===== src/rtl/ac_motor_multiphase_bridge_if.sv =====
// Bridge bus: carrier/reference samples and control in, gate drives out.
interface ac_motor_multiphase_bridge_if #(
  parameter int unsigned PHASES     = 3,
  parameter int unsigned BITS       = 12,
  parameter int unsigned LEVEL_BITS = 12,
  parameter int unsigned DT_BITS    = 8
);
  localparam int unsigned W = BITS + LEVEL_BITS;

  logic                  ENABLE;
  logic                  DIR;
  logic [DT_BITS-1:0]    DEAD_TIME;
  logic [W-1:0]          TRIANGLE;
  logic [PHASES*W-1:0]   SINE;
  logic [PHASES-1:0]     OUT_HI;
  logic [PHASES-1:0]     OUT_LO;
  logic [PHASES-1:0]     EN;

  modport master (
    output ENABLE, DIR, DEAD_TIME, TRIANGLE, SINE,
    input  OUT_HI, OUT_LO, EN
  );

  modport slave (
    input  ENABLE, DIR, DEAD_TIME, TRIANGLE, SINE,
    output OUT_HI, OUT_LO, EN
  );
endinterface


===== src/rtl/ac_motor_multiphase_bridge.sv =====
// Multi-phase sine/triangle PWM comparator with per-channel half-bridge
// drive and break-before-make dead time.
module ac_motor_multiphase_bridge #(
  parameter int unsigned PHASES     = 3,
  parameter int unsigned BITS       = 12,
  parameter int unsigned LEVEL_BITS = 12,
  parameter int unsigned DT_BITS    = 8
) (
  input logic CLK,
  input logic RESET,
  ac_motor_multiphase_bridge_if.slave bridge
);
  localparam int unsigned W = BITS + LEVEL_BITS;

  typedef enum logic [1:0] {ST_OFF, ST_DEAD, ST_HIGH, ST_LOW} state_t;

  logic signed [W-1:0]  tri_r;
  logic [PHASES*W-1:0]  sine_r;
  logic                 dir_r;
  logic                 enable_r;
  logic [PHASES-1:0]    en_r;
  logic [PHASES-1:0]    dem_r;

  state_t               state_q  [PHASES];
  state_t               state_nx [PHASES];
  logic [DT_BITS-1:0]   cnt_q    [PHASES];
  logic [DT_BITS-1:0]   cnt_nx   [PHASES];
  logic [PHASES-1:0]    tgt_q, tgt_nx;
  logic [PHASES-1:0]    hi_r, lo_r, hi_nx, lo_nx;
  logic [DT_BITS-1:0]   dt_eff;

  // A programmed dead time of zero still yields one dead cycle
  assign dt_eff = (bridge.DEAD_TIME == '0) ? DT_BITS'(1) : bridge.DEAD_TIME;

  // Stage 1: register carrier, references and controls; EN follows enable_r
  always_ff @(posedge CLK) begin
    if (RESET) begin
      tri_r    <= '0;
      sine_r   <= '0;
      dir_r    <= 1'b0;
      enable_r <= 1'b0;
      en_r     <= '0;
    end else begin
      tri_r    <= bridge.TRIANGLE;
      sine_r   <= bridge.SINE;
      dir_r    <= bridge.DIR;
      enable_r <= bridge.ENABLE;
      en_r     <= {PHASES{enable_r}};
    end
  end

  // Stage 2: per-channel side demand, signed compare then direction swap
  always_ff @(posedge CLK) begin
    if (RESET) begin
      dem_r <= '0;
    end else begin
      for (int unsigned i = 0; i < PHASES; i++) begin
        dem_r[i] <= ($signed(sine_r[i*W +: W]) > tri_r) ^ dir_r;
      end
    end
  end

  // Stage 3 state register; gates are registered alongside the state
  always_ff @(posedge CLK) begin
    if (RESET) begin
      for (int unsigned i = 0; i < PHASES; i++) begin
        state_q[i] <= ST_OFF;
        cnt_q[i]   <= '0;
      end
      tgt_q <= '0;
      hi_r  <= '0;
      lo_r  <= '0;
    end else begin
      for (int unsigned i = 0; i < PHASES; i++) begin
        state_q[i] <= state_nx[i];
        cnt_q[i]   <= cnt_nx[i];
      end
      tgt_q <= tgt_nx;
      hi_r  <= hi_nx;
      lo_r  <= lo_nx;
    end
  end

  // Stage 3 next-state: disable wins, every side change goes through DEAD
  always_comb begin
    tgt_nx = tgt_q;
    for (int unsigned i = 0; i < PHASES; i++) begin
      state_nx[i] = state_q[i];
      cnt_nx[i]   = cnt_q[i];
      if (!enable_r) begin
        state_nx[i] = ST_OFF;
      end else begin
        case (state_q[i])
          ST_OFF: begin
            state_nx[i] = ST_DEAD;
            tgt_nx[i]   = dem_r[i];
            cnt_nx[i]   = dt_eff;
          end
          ST_DEAD: begin
            if (dem_r[i] != tgt_q[i]) begin
              tgt_nx[i] = dem_r[i];
              cnt_nx[i] = dt_eff;
            end else if (cnt_q[i] == DT_BITS'(1)) begin
              state_nx[i] = tgt_q[i] ? ST_HIGH : ST_LOW;
            end else begin
              cnt_nx[i] = cnt_q[i] - DT_BITS'(1);
            end
          end
          ST_HIGH: begin
            if (!dem_r[i]) begin
              state_nx[i] = ST_DEAD;
              tgt_nx[i]   = 1'b0;
              cnt_nx[i]   = dt_eff;
            end
          end
          ST_LOW: begin
            if (dem_r[i]) begin
              state_nx[i] = ST_DEAD;
              tgt_nx[i]   = 1'b1;
              cnt_nx[i]   = dt_eff;
            end
          end
          default: state_nx[i] = ST_OFF;
        endcase
      end
    end
  end

  // Stage 3 outputs: decode the next state so gates register with it
  always_comb begin
    hi_nx = '0;
    lo_nx = '0;
    for (int unsigned i = 0; i < PHASES; i++) begin
      hi_nx[i] = (state_nx[i] == ST_HIGH);
      lo_nx[i] = (state_nx[i] == ST_LOW);
    end
  end

  assign bridge.OUT_HI = hi_r;
  assign bridge.OUT_LO = lo_r;
  assign bridge.EN     = en_r;
endmodule

===== src/flat_wrapper.sv =====
// flat-port wrapper written by rule: the top's interface ports become plain ports
module ac_motor_multiphase_bridge_flat 
#(
  parameter int unsigned PHASES     = 3,
  parameter int unsigned BITS       = 12,
  parameter int unsigned LEVEL_BITS = 12,
  parameter int unsigned DT_BITS    = 8
)
  (CLK, RESET, bridge_ENABLE, bridge_DIR, bridge_DEAD_TIME, bridge_TRIANGLE, bridge_SINE, bridge_OUT_HI, bridge_OUT_LO, bridge_EN);
  ac_motor_multiphase_bridge_if #(.PHASES(PHASES), .BITS(BITS), .LEVEL_BITS(LEVEL_BITS), .DT_BITS(DT_BITS)) bridge_i ();
  input logic CLK;
  input logic RESET;
  input wire logic [$bits(bridge_i.ENABLE)-1:0] bridge_ENABLE;
  input wire logic [$bits(bridge_i.DIR)-1:0] bridge_DIR;
  input wire logic [$bits(bridge_i.DEAD_TIME)-1:0] bridge_DEAD_TIME;
  input wire logic [$bits(bridge_i.TRIANGLE)-1:0] bridge_TRIANGLE;
  input wire logic [$bits(bridge_i.SINE)-1:0] bridge_SINE;
  output wire logic [$bits(bridge_i.OUT_HI)-1:0] bridge_OUT_HI;
  output wire logic [$bits(bridge_i.OUT_LO)-1:0] bridge_OUT_LO;
  output wire logic [$bits(bridge_i.EN)-1:0] bridge_EN;
  assign bridge_i.ENABLE = bridge_ENABLE;
  assign bridge_i.DIR = bridge_DIR;
  assign bridge_i.DEAD_TIME = bridge_DEAD_TIME;
  assign bridge_i.TRIANGLE = bridge_TRIANGLE;
  assign bridge_i.SINE = bridge_SINE;
  assign bridge_OUT_HI = bridge_i.OUT_HI;
  assign bridge_OUT_LO = bridge_i.OUT_LO;
  assign bridge_EN = bridge_i.EN;
  ac_motor_multiphase_bridge #(.PHASES(PHASES), .BITS(BITS), .LEVEL_BITS(LEVEL_BITS), .DT_BITS(DT_BITS)) u_core (.CLK(CLK), .RESET(RESET), .bridge(bridge_i));
endmodule

===== config.mk =====
export PLATFORM = sky130hd
export DESIGN_NAME = ac_motor_multiphase_bridge_flat
export DESIGN_NICKNAME = d
export VERILOG_FILES = /design/src/rtl/ac_motor_multiphase_bridge_if.sv /design/src/rtl/ac_motor_multiphase_bridge.sv /design/src/flat_wrapper.sv
export SDC_FILE = /design/constraint.sdc
export NUM_CORES = 1
export LEC_CHECK = 0
export ABC_AREA = 1
export BUFFER_PORTS_ARGS = -buffer_cell sky130_fd_sc_hd__buf_2
export CORE_MARGIN = 2
export CORE_UTILIZATION = 57
export CTS_CLUSTER_DIAMETER = 150
export DETAILED_ROUTE_END_ITERATION = 8
export GPL_ROUTABILITY_DRIVEN = 0
export PLACE_DENSITY_LB_ADDON = 0.12
export SLEW_MARGIN = 20
export SYNTH_ARGS = -nofsm -noshare
export SYNTH_HDL_FRONTEND = slang
export SYNTH_SLANG_ARGS = --single-unit

===== constraint.sdc =====
create_clock -name CLK -period 1.8 [get_ports CLK]
set_input_delay 0.36 -clock CLK [delete_from_list [all_inputs] [get_ports CLK]]
set_output_delay 0.36 -clock CLK [all_outputs]
set_load 0.02 [all_outputs]

==> After elaboration in Yosys (flattened, before gate mapping) <==
Memories as Yosys holds them, arrays and structs flattened.
Cells that the tools add are included.
{ "word_totals": {"reg_bits": 111, "ramBits": 30, "inputBits": 108, "out_inout_bits": 9, "word_cells": 126, "mem_count": 2} }
{ "classes": {"addsub": 3, "magnitude_cmp": 3, "eq_ne": 30, "n_mux": 61, "bitwise_logic": 9, "n_reduce_logical": 7} }
{ "memory_table": {"columns": ["name", "depth", "width", "rd", "rd_clocked_by_memory_dff", "wr", "line", "text"], "rows": [
  ["u_core.cnt_q", 3, 8, 3, 0, 3, "ac_motor_multiphase_bridge.sv:26", "logic [DT_BITS-1:0] cnt_q [PHASES];"],
  ["u_core.state_q", 3, 2, 3, 0, 3, "ac_motor_multiphase_bridge.sv:24", "state_t state_q [PHASES];"]
]} }
{ "op_table": {"columns": ["operator", "count"], "rows": [
  ["$mux 8", 19],
  ["$pmux 8 s4", 3],
  ["$gt 24x24->1", 3],
  ["$mux 2", 18],
  ["$eq 2x2->1 const B", 12],
  ["$eq 8x1->1 const B", 3],
  ["$pmux 2 s4", 3],
  ["$sub 8x1->8 const B", 3],
  ["$mux 1", 15],
  ["$ne 2x1->1 const B", 6],
  ["$pmux 1 s4", 3],
  ["$reduce_and 4->1", 3],
  ["$logic_not 8->1", 1],
  ["$eq 2x1->1 const B", 3],
  ["$logic_not 2->1", 3],
  ["$ne 2x2->1 const B", 3],
  ["$or 1x1->1", 6],
  ["$ne 1x1->1", 3],
  ["$xor 1x1->1", 3]
]} }

==> Logic depth before layout (Yosys ltp) <==
Gate-level depths: netlist of run 1.
An unclocked memory read counts as a cell.
{ "depth": {"word_depth": 7, "ltp_mapped": 16, "depth_no_buf": 16} }

==> Least setup slack after synthesis of run 1 <==
OpenSTA, ideal clock, no wires.
{ "synth_timing": {"path_kind": "register to register", "start": "register u_core.tri_r[23]", "end": "register u_core.dem_r[1]", "setup_time_ps": 110, "t_arrival_ps": 1484, "required_ps": 1690, "path_slack_ps": 207, "stages_incl_launch_ff": 11, "n_path_buf": 0, "synth_period_minus_slack_ps": 1593, "cell_sequence": "dfxtp_1 -> inv_1 -> ha_1 -> nand4_1 -> inv_1 -> nand2_1 -> or3_1 -> nand3_1 -> nand2_1 -> inv_1 -> nor2_1"} }
{ "synth_via": {"elab_chain_cells": 2} }
{ "synth_rtl": {"columns": ["item", "line", "text"], "rows": [
  ["start, declared", "ac_motor_multiphase_bridge.sv:17", "logic signed [W-1:0] tri_r;"],
  ["start signal, assigned", "ac_motor_multiphase_bridge.sv:44", "tri_r <= bridge.TRIANGLE;"],
  ["$gt 24x24->1", "ac_motor_multiphase_bridge.sv:58", "dem_r[i] <= ($signed(sine_r[i*W +: W]) > tri_r) ^ dir_r;"],
  ["$xor 1x1->1", "ac_motor_multiphase_bridge.sv:58", null],
  ["end signal, assigned by index", "ac_motor_multiphase_bridge.sv:58", null],
  ["end, declared", "ac_motor_multiphase_bridge.sv:22", "logic [PHASES-1:0] dem_r;"]
]} }
Every way passes these cells.
A chain may end at the register's enable or synchronous reset.

==> Final worst setup path of run 1 <==
{ "layout_timing": {"start": "register u_core.tri_r[15]", "end": "register u_core.dem_r[1]"} }
Same word-level chain as after synthesis.

==> impl_metrics.json, run 1 <==
{
  "p_int_uw": 5720,
  "layout_commonest_cell": "inv_1",
  "period_minus_slack_ps": 1750,
  "status": "finished, final reports clean",
  "hp-class": "input port to flop",
  "ant_nets": 0,
  "synth.distinct_cells": 39,
  "nets": 1271,
  "seqPwrFrac_pct": 42.9,
  "p_per_area_nw_per_um2": 923,
  "whs_ps": 131,
  "synth_nets": 1147,
  "via_count": 5975,
  "grt_pass1_vias": 5597,
  "start_util_pct": 58.5,
  "antenna_cells": 0,
  "most-common-layout-cells": "inv_1 (201), nor2_1 (158), nand2_1 (157)",
  "clock-sinks": 141,
  "drt_iter0_markers": 470,
  "seqCellArea_um2": 2830,
  "clockBufferDepth": 2,
  "h-tree-depth": 4,
  "drive_gt1_share_pct": 19.4,
  "grt_pass1_wl_um": 24800,
  "ys.warnings.count": 0,
  "slew_headroom_pct": 66.0,
  "rows": 40,
  "p_sw_uw": 2190,
  "cap_violations": 0,
  "finalSetupViolations": 0,
  "post_drt_via_cell_ratio": 4.80,
  "synth_top_area_share_pct": 40.1,
  "cp-start-kind": "flop",
  "fmax_ghz": 0.570,
  "syn_area_um2": 7030,
  "area_delta_synth_final_pct": 21.9,
  "drtPass1Iterations": 6,
  "power_frac_comb_pct": 15.2,
  "period_share_pct": 97.4,
  "required_ps": 2120,
  "antenna_found_initial": 0,
  "synthTopCellsByArea": "dfxtp_1 (40%), ha_1 (14%), inv_1 (11%)",
  "fillers": 990,
  "io_buffers": 116,
  "die-area_um2": 13200,
  "grt_usage_pct": 23.7,
  "worstPathArrival_ps": 2070,
  "clk_latency_ps": 420,
  "grt_max_degree": 41,
  "power.leakage_uw": 0.00463,
  "chipWidth_um": 115,
  "io_pins": 117,
  "netlist_instances": 961,
  "skew_ps": 6.56,
  "synth.ff_latch_count": 141,
  "path_clk_slew_ps": 60,
  "clockRootBuffer": "clkbuf_16",
  "grt_overflow": 0,
  "placed_area_um2": 7770,
  "yosys.area.top_type": "dfxtp_1",
  "wl_per_cell_um": 12.2,
  "final_hold_viol_count": 0,
  "vdd_drop_max_mv": 0.686,
  "cts_buffers": 17,
  "max_slew.worst_pin.slew_ps": 509,
  "critPathCaptureType": "flop",
  "path_class": "flop to flop",
  "slew_violations": 0,
  "drc_errors": 0,
  "clkPwrFrac_pct": 41.9,
  "cts_hold_buffers": 0,
  "dp_hpwl_um": 11100,
  "postCtsSetupBuffers": 0,
  "final_cell_area_um2": 8570,
  "cts_tree": "yes",
  "die_h_um": 115,
  "path_max_fanout": 3,
  "rsz0062_at_grt": "true",
  "core_area_um2": 12000,
  "p_total_uw": 7910,
  "synth_area_per_cell_um2": 7.32,
  "multiInputGateArea_um2": 3570,
  "switching_share_pct": 27.7,
  "ys_seq_area_share_pct": 40.1,
  "routed_wl_um": 15200
}
==> critical path, cell delays in order (launching register included) <==
cell and delay, ps:
dfxtp_1 320, inv_2 70, ha_1 300, nand2_2 80, nor2_4 100, nand4_1 140, nor2_1 130, nand2_1 110
nand3_2 90, nand2_1 60, nand2_1 60, nand3_1 60, nand2_1 60, nor2_1 50
==> registers in the layout, summed over array words and instances, names as in the netlist <==
signal	flops
u_core.bridge.OUT_LO	3
u_core.enable_r	1
u_core.cnt_q	24
u_core.tri_r	24
u_core.dem_r	3
u_core.sine_r	72
u_core.state_q	6
u_core.bridge.EN	1
u_core.bridge.OUT_HI	3
u_core.tgt_q	3
u_core.dir_r	1
==> kinds of logic (layout without fill, tap and decap cells) <==
family	count (synthesis)	count (layout)	share of synthesized area, %
xor+xnor	16	16	1.99
simple gates	400	400	23.9
flops	141	141	40.1
compound gates	98	98	7.67
fa+ha+maj	78	78	13.9
buf+inv	228	365	12.4
==> power groups by stage <==
stage                     registers, uW  logic [uW]  clock network, uW
after floorplan                    3420         792                  0
after global placement             3450        1090                  0
after detailed placement           3450        1110                  0
after CTS                          3380        1130               3360
after global routing               3410        1390               3510
final                              3400        1200               3320
==> timing repair <==
| action | 4_1_cts | 5_1_grt |
|---|---|---|
| setup endpoints to repair | 1 | 6 |
| gates resized for setup | 1 | 46 |
| pin swaps | 0 | 18 |
==> per-layer routing <==
metal	part of all wire (%)	wire length, um	vias up	GRT usage (%)
met5	0	0	-	0
met4	1.3	200	0	6.83
met1	48	7270	2620	30.8
met2	46	6980	145	39.1
li1	-	-	3194	-
met3	4.7	706	16	6.27
==> cell type report <==
| cell class | count | area share [%] |
|---|---|---|
| tap | 147 | 2.15 |
| inverter | 210 | 9.31 |
| clock buffer | 18 | 5.01 |
| timing repair buffer | 123 | 7.41 |
| multi-input combinational | 592 | 41.6 |
| sequential | 141 | 32.9 |
| clock inverter | 14 | 1.58 |
==> cells in the mapped netlist <==
cell and count:
nor4_1 1, buf_1 5, inv_2 1, nor2_1 165, ha_1 78, xor2_1 11
nor3_1 5, inv_4 1, o21ai_1 1, nand3b_1 2, a21o_1 4, o21ai_2 1
nand2_4 3, nand3_1 32, nand4_1 16, o21ai_0 28, nand3_2 1, dfxtp_1 141
nor2_4 2, buf_4 2, nor2_8 1, nor2_2 1, or2_1 1, buf_2 1
a21oi_2 1, nand3_4 1, nand2_1 167, inv_6 1, o21bai_1 2, nand2_2 1
a21oi_1 48, a31oi_1 5, xnor2_1 5, clkbuf_1 10, a211oi_1 4, o31ai_1 3
inv_1 207, or3_1 1, o211ai_1 1
==> worst paths after layout <==
path                                                          to                              from  slack, ps  depth (start not counted)
worst max register to register        u_core.dem_r[1]$_SDFF_PP0_       u_core.tri_r[15]$_SDFF_PP0_         50                         13
worst min-delay path                u_core.sine_r[35]$_SDFF_PP0_                   bridge_SINE[35]        130                          3
worst min register to register  u_core.cnt_q[0][12]$_SDFFE_PP0P_  u_core.cnt_q[0][12]$_SDFFE_PP0P_        470                          2
worst max-delay path                  u_core.dem_r[1]$_SDFF_PP0_       u_core.tri_r[15]$_SDFF_PP0_         50                         13
==> through the flow <==
step	std cells	util, %	setup TNS (ps)	setup WS, ps
6_report	1245	71.4	0	46.8
5_1_grt	1245	71.4	-97.4	-45.2
4_1_cts	1245	69.4	0	27.9
3_5_place_dp	1213	64.7	0	10.9
3_3_place_gp	1213	64.7	0	48.0
2_1_floorplan	961	-	0	207
Power figures use the tool's default switching activity.
==> inputs of run 2 (changes only) <==
--- a/config.mk
+++ b/config.mk
@@ -7,11 +7,13 @@
 export LEC_CHECK = 0
 export ABC_AREA = 1
 export BUFFER_PORTS_ARGS = -buffer_cell sky130_fd_sc_hd__buf_2
+export CORE_ASPECT_RATIO = 1.4
 export CORE_MARGIN = 2
 export CORE_UTILIZATION = 57
 export CTS_CLUSTER_DIAMETER = 150
 export DETAILED_ROUTE_END_ITERATION = 8
 export GPL_ROUTABILITY_DRIVEN = 0
+export MAX_ROUTING_LAYER = met4
 export PLACE_DENSITY_LB_ADDON = 0.12
 export SLEW_MARGIN = 20
 export SYNTH_ARGS = -nofsm -noshare
==> impl_metrics.json, run 2 (synthesis gave the netlist of run 1 again) <==
{
  "io_pins": 117,
  "antenna_cells": 0,
  "finalSetupViolations": 0,
  "p_int_uw": 5960,
  "grt_pass1_vias": 5666,
  "start_util_pct": 57.7,
  "final_hold_viol_count": 0,
  "cts_hold_buffers": 0,
  "largest_register": "u_core.sine_r",
  "h-tree-depth": 4,
  "slowest_stage": "or3_4",
  "drive_gt1_share_pct": 19.7,
  "ant_nets": 0,
  "path_cells": "inv_2, ha_1, nand2_2, nor2_4, nand4_1, or3_4, nand3_1, nand2_1, inv_1, nor2_1",
  "cts_tree": "yes",
  "area_delta_synth_final_pct": 23.6,
  "place_inst": 1216,
  "switching_share_pct": 27.0,
  "worstPathArrival_ps": 2050,
  "post_drt_via_cell_ratio": 4.89,
  "fin_cells": 1249,
  "required_ps": 2110,
  "fmax_ghz": 0.575,
  "grt_max_degree": 62,
  "power.leakage_uw": 0.00467,
  "nets": 1272,
  "p_sw_uw": 2200,
  "skew_ps": 12.8,
  "rows": 48,
  "wl_per_cell_um": 12.3,
  "slowest_delay_ps": 400,
  "most-common-layout-cells": "inv_1 (201), nand2_1 (161), nor2_1 (155)",
  "path_class": "flop to flop",
  "critPathCaptureType": "flop",
  "die-area_um2": 13300,
  "clk_latency_ps": 420,
  "via_count": 6110,
  "p_per_area_nw_per_um2": 938,
  "drc_errors": 0,
  "cts_buffers": 17,
  "clockRootBuffer": "clkbuf_16",
  "cp-start-kind": "flop",
  "reg_top3": "u_core.sine_r: 72 flops, u_core.cnt_q: 24 flops, u_core.tri_r: 24 flops",
  "layout_commonest_cell": "inv_1",
  "slew_violations": 0,
  "final_util_pct": 71.3,
  "largest_register_ffs": 72,
  "grt_pass1_wl_um": 24300,
  "clock-sinks": 141,
  "path_max_fanout": 3,
  "status": "finished, final reports clean",
  "grt_overflow": 0,
  "hp-class": "input port to flop",
  "core_area_um2": 12200,
  "die_h_um": 135,
  "drt_iter0_markers": 207,
  "seqPwrFrac_pct": 41.6,
  "dp_hpwl_um": 11100,
  "period_share_pct": 96.6,
  "grt_usage_pct": 23.4,
  "vdd_drop_max_mv": 0.802,
  "power_frac_comb_pct": 15.0,
  "chipWidth_um": 97.9,
  "path_clk_slew_ps": 60,
  "period_minus_slack_ps": 1740,
  "max_slew.worst_pin.slew_ps": 536,
  "rsz0062_at_grt": "true",
  "routed_wl_um": 15400,
  "antenna_found_initial": 0,
  "clkPwrFrac_pct": 43.4,
  "slew_headroom_pct": 64.2,
  "io_buffers": 116,
  "drtPass1Iterations": 4,
  "cap_violations": 0,
  "clockBufferDepth": 2,
  "tns_ps": 0
}
## run 2: changes by cell type in the layout (fill, tap and decap cells not counted), sizes merged
cell | previous run | this run
clkinvlp | 4 | 2
clkbuf | 18 | 19
buf | 123 | 124
bufinv | 1 | 2
## run 2: worst max-delay path, delay by kind of cell (launching register included)
family,cells,cell delay [ps]
adder cells (fa/ha/maj),1,290
buffers and inverters,2,110
AND/OR/NAND/NOR,7,910
flip-flops,1,330
## run 2: metal layers
metal / vias to the layer above / GRT usage (%) / share of wire, %
met5: - / - / 0
met4: 0 / 10.6 / 3.5
met3: 37 / 4.13 / 3.1
met2: 128 / 43.0 / 53
met1: 2742 / 24.2 / 40
li1: 3203 / - / -
## run 2: area by class of cell
| class | count | area (um^2) |
|---|---|---|
| clock buffers | 19 | 453 |
| clock inverters | 13 | 153 |
| fillers | 985 | 3500 |
| inverters | 210 | 798 |
| multi-input cells | 592 | 3620 |
| flip-flops and latches | 141 | 2820 |
| well taps | 150 | 188 |
| repair buffers | 124 | 656 |
## run 2: worst paths after layout
kind | from | endpoint | slack (ps) | cells after the start
setup / recovery | u_core.tri_r[14]$_SDFF_PP0_ | u_core.dem_r[1]$_SDFF_PP0_ | 60 | 10
hold / removal | bridge_TRIANGLE[13] | u_core.tri_r[13]$_SDFF_PP0_ | 130 | 3
setup reg to reg | u_core.tri_r[14]$_SDFF_PP0_ | u_core.dem_r[1]$_SDFF_PP0_ | 60 | 10
hold reg to reg | u_core.cnt_q[0][9]$_SDFFE_PP0P_ | u_core.cnt_q[0][9]$_SDFFE_PP0P_ | 480 | 2
## run 2: metrics by stage
| step | instance area (um^2) | total power, uW | hold slack [ps] | setup slack, ps |
|---|---|---|---|---|
| final | 8690 | 8160 | 134 | 61.1 |
| after global routing | 8690 | 8540 | 135 | -30.9 |
| after CTS | 8400 | 8090 | 135 | 16.7 |
| after detailed placement | 7790 | 4560 | 473 | 32.3 |
| after global placement | 7790 | 4540 | 460 | 42.3 |
| after floorplan | 7030 | 4210 | 449 | 207 |
## run 2: what timing repair did
item	4_1_cts	5_1_grt
resized for setup	0	50
buffers inserted	0	1
endpoints found under the setup margin	0	3
## run 2: power by group through the flow
stage	Clock [uW]	Combinational [uW]	Sequential [uW]
after global routing	3740	1400	3410
final	3540	1220	3390
after CTS	3580	1130	3380
after global placement	0	1090	3450
after floorplan	0	792	3420
after detailed placement	0	1110	3450
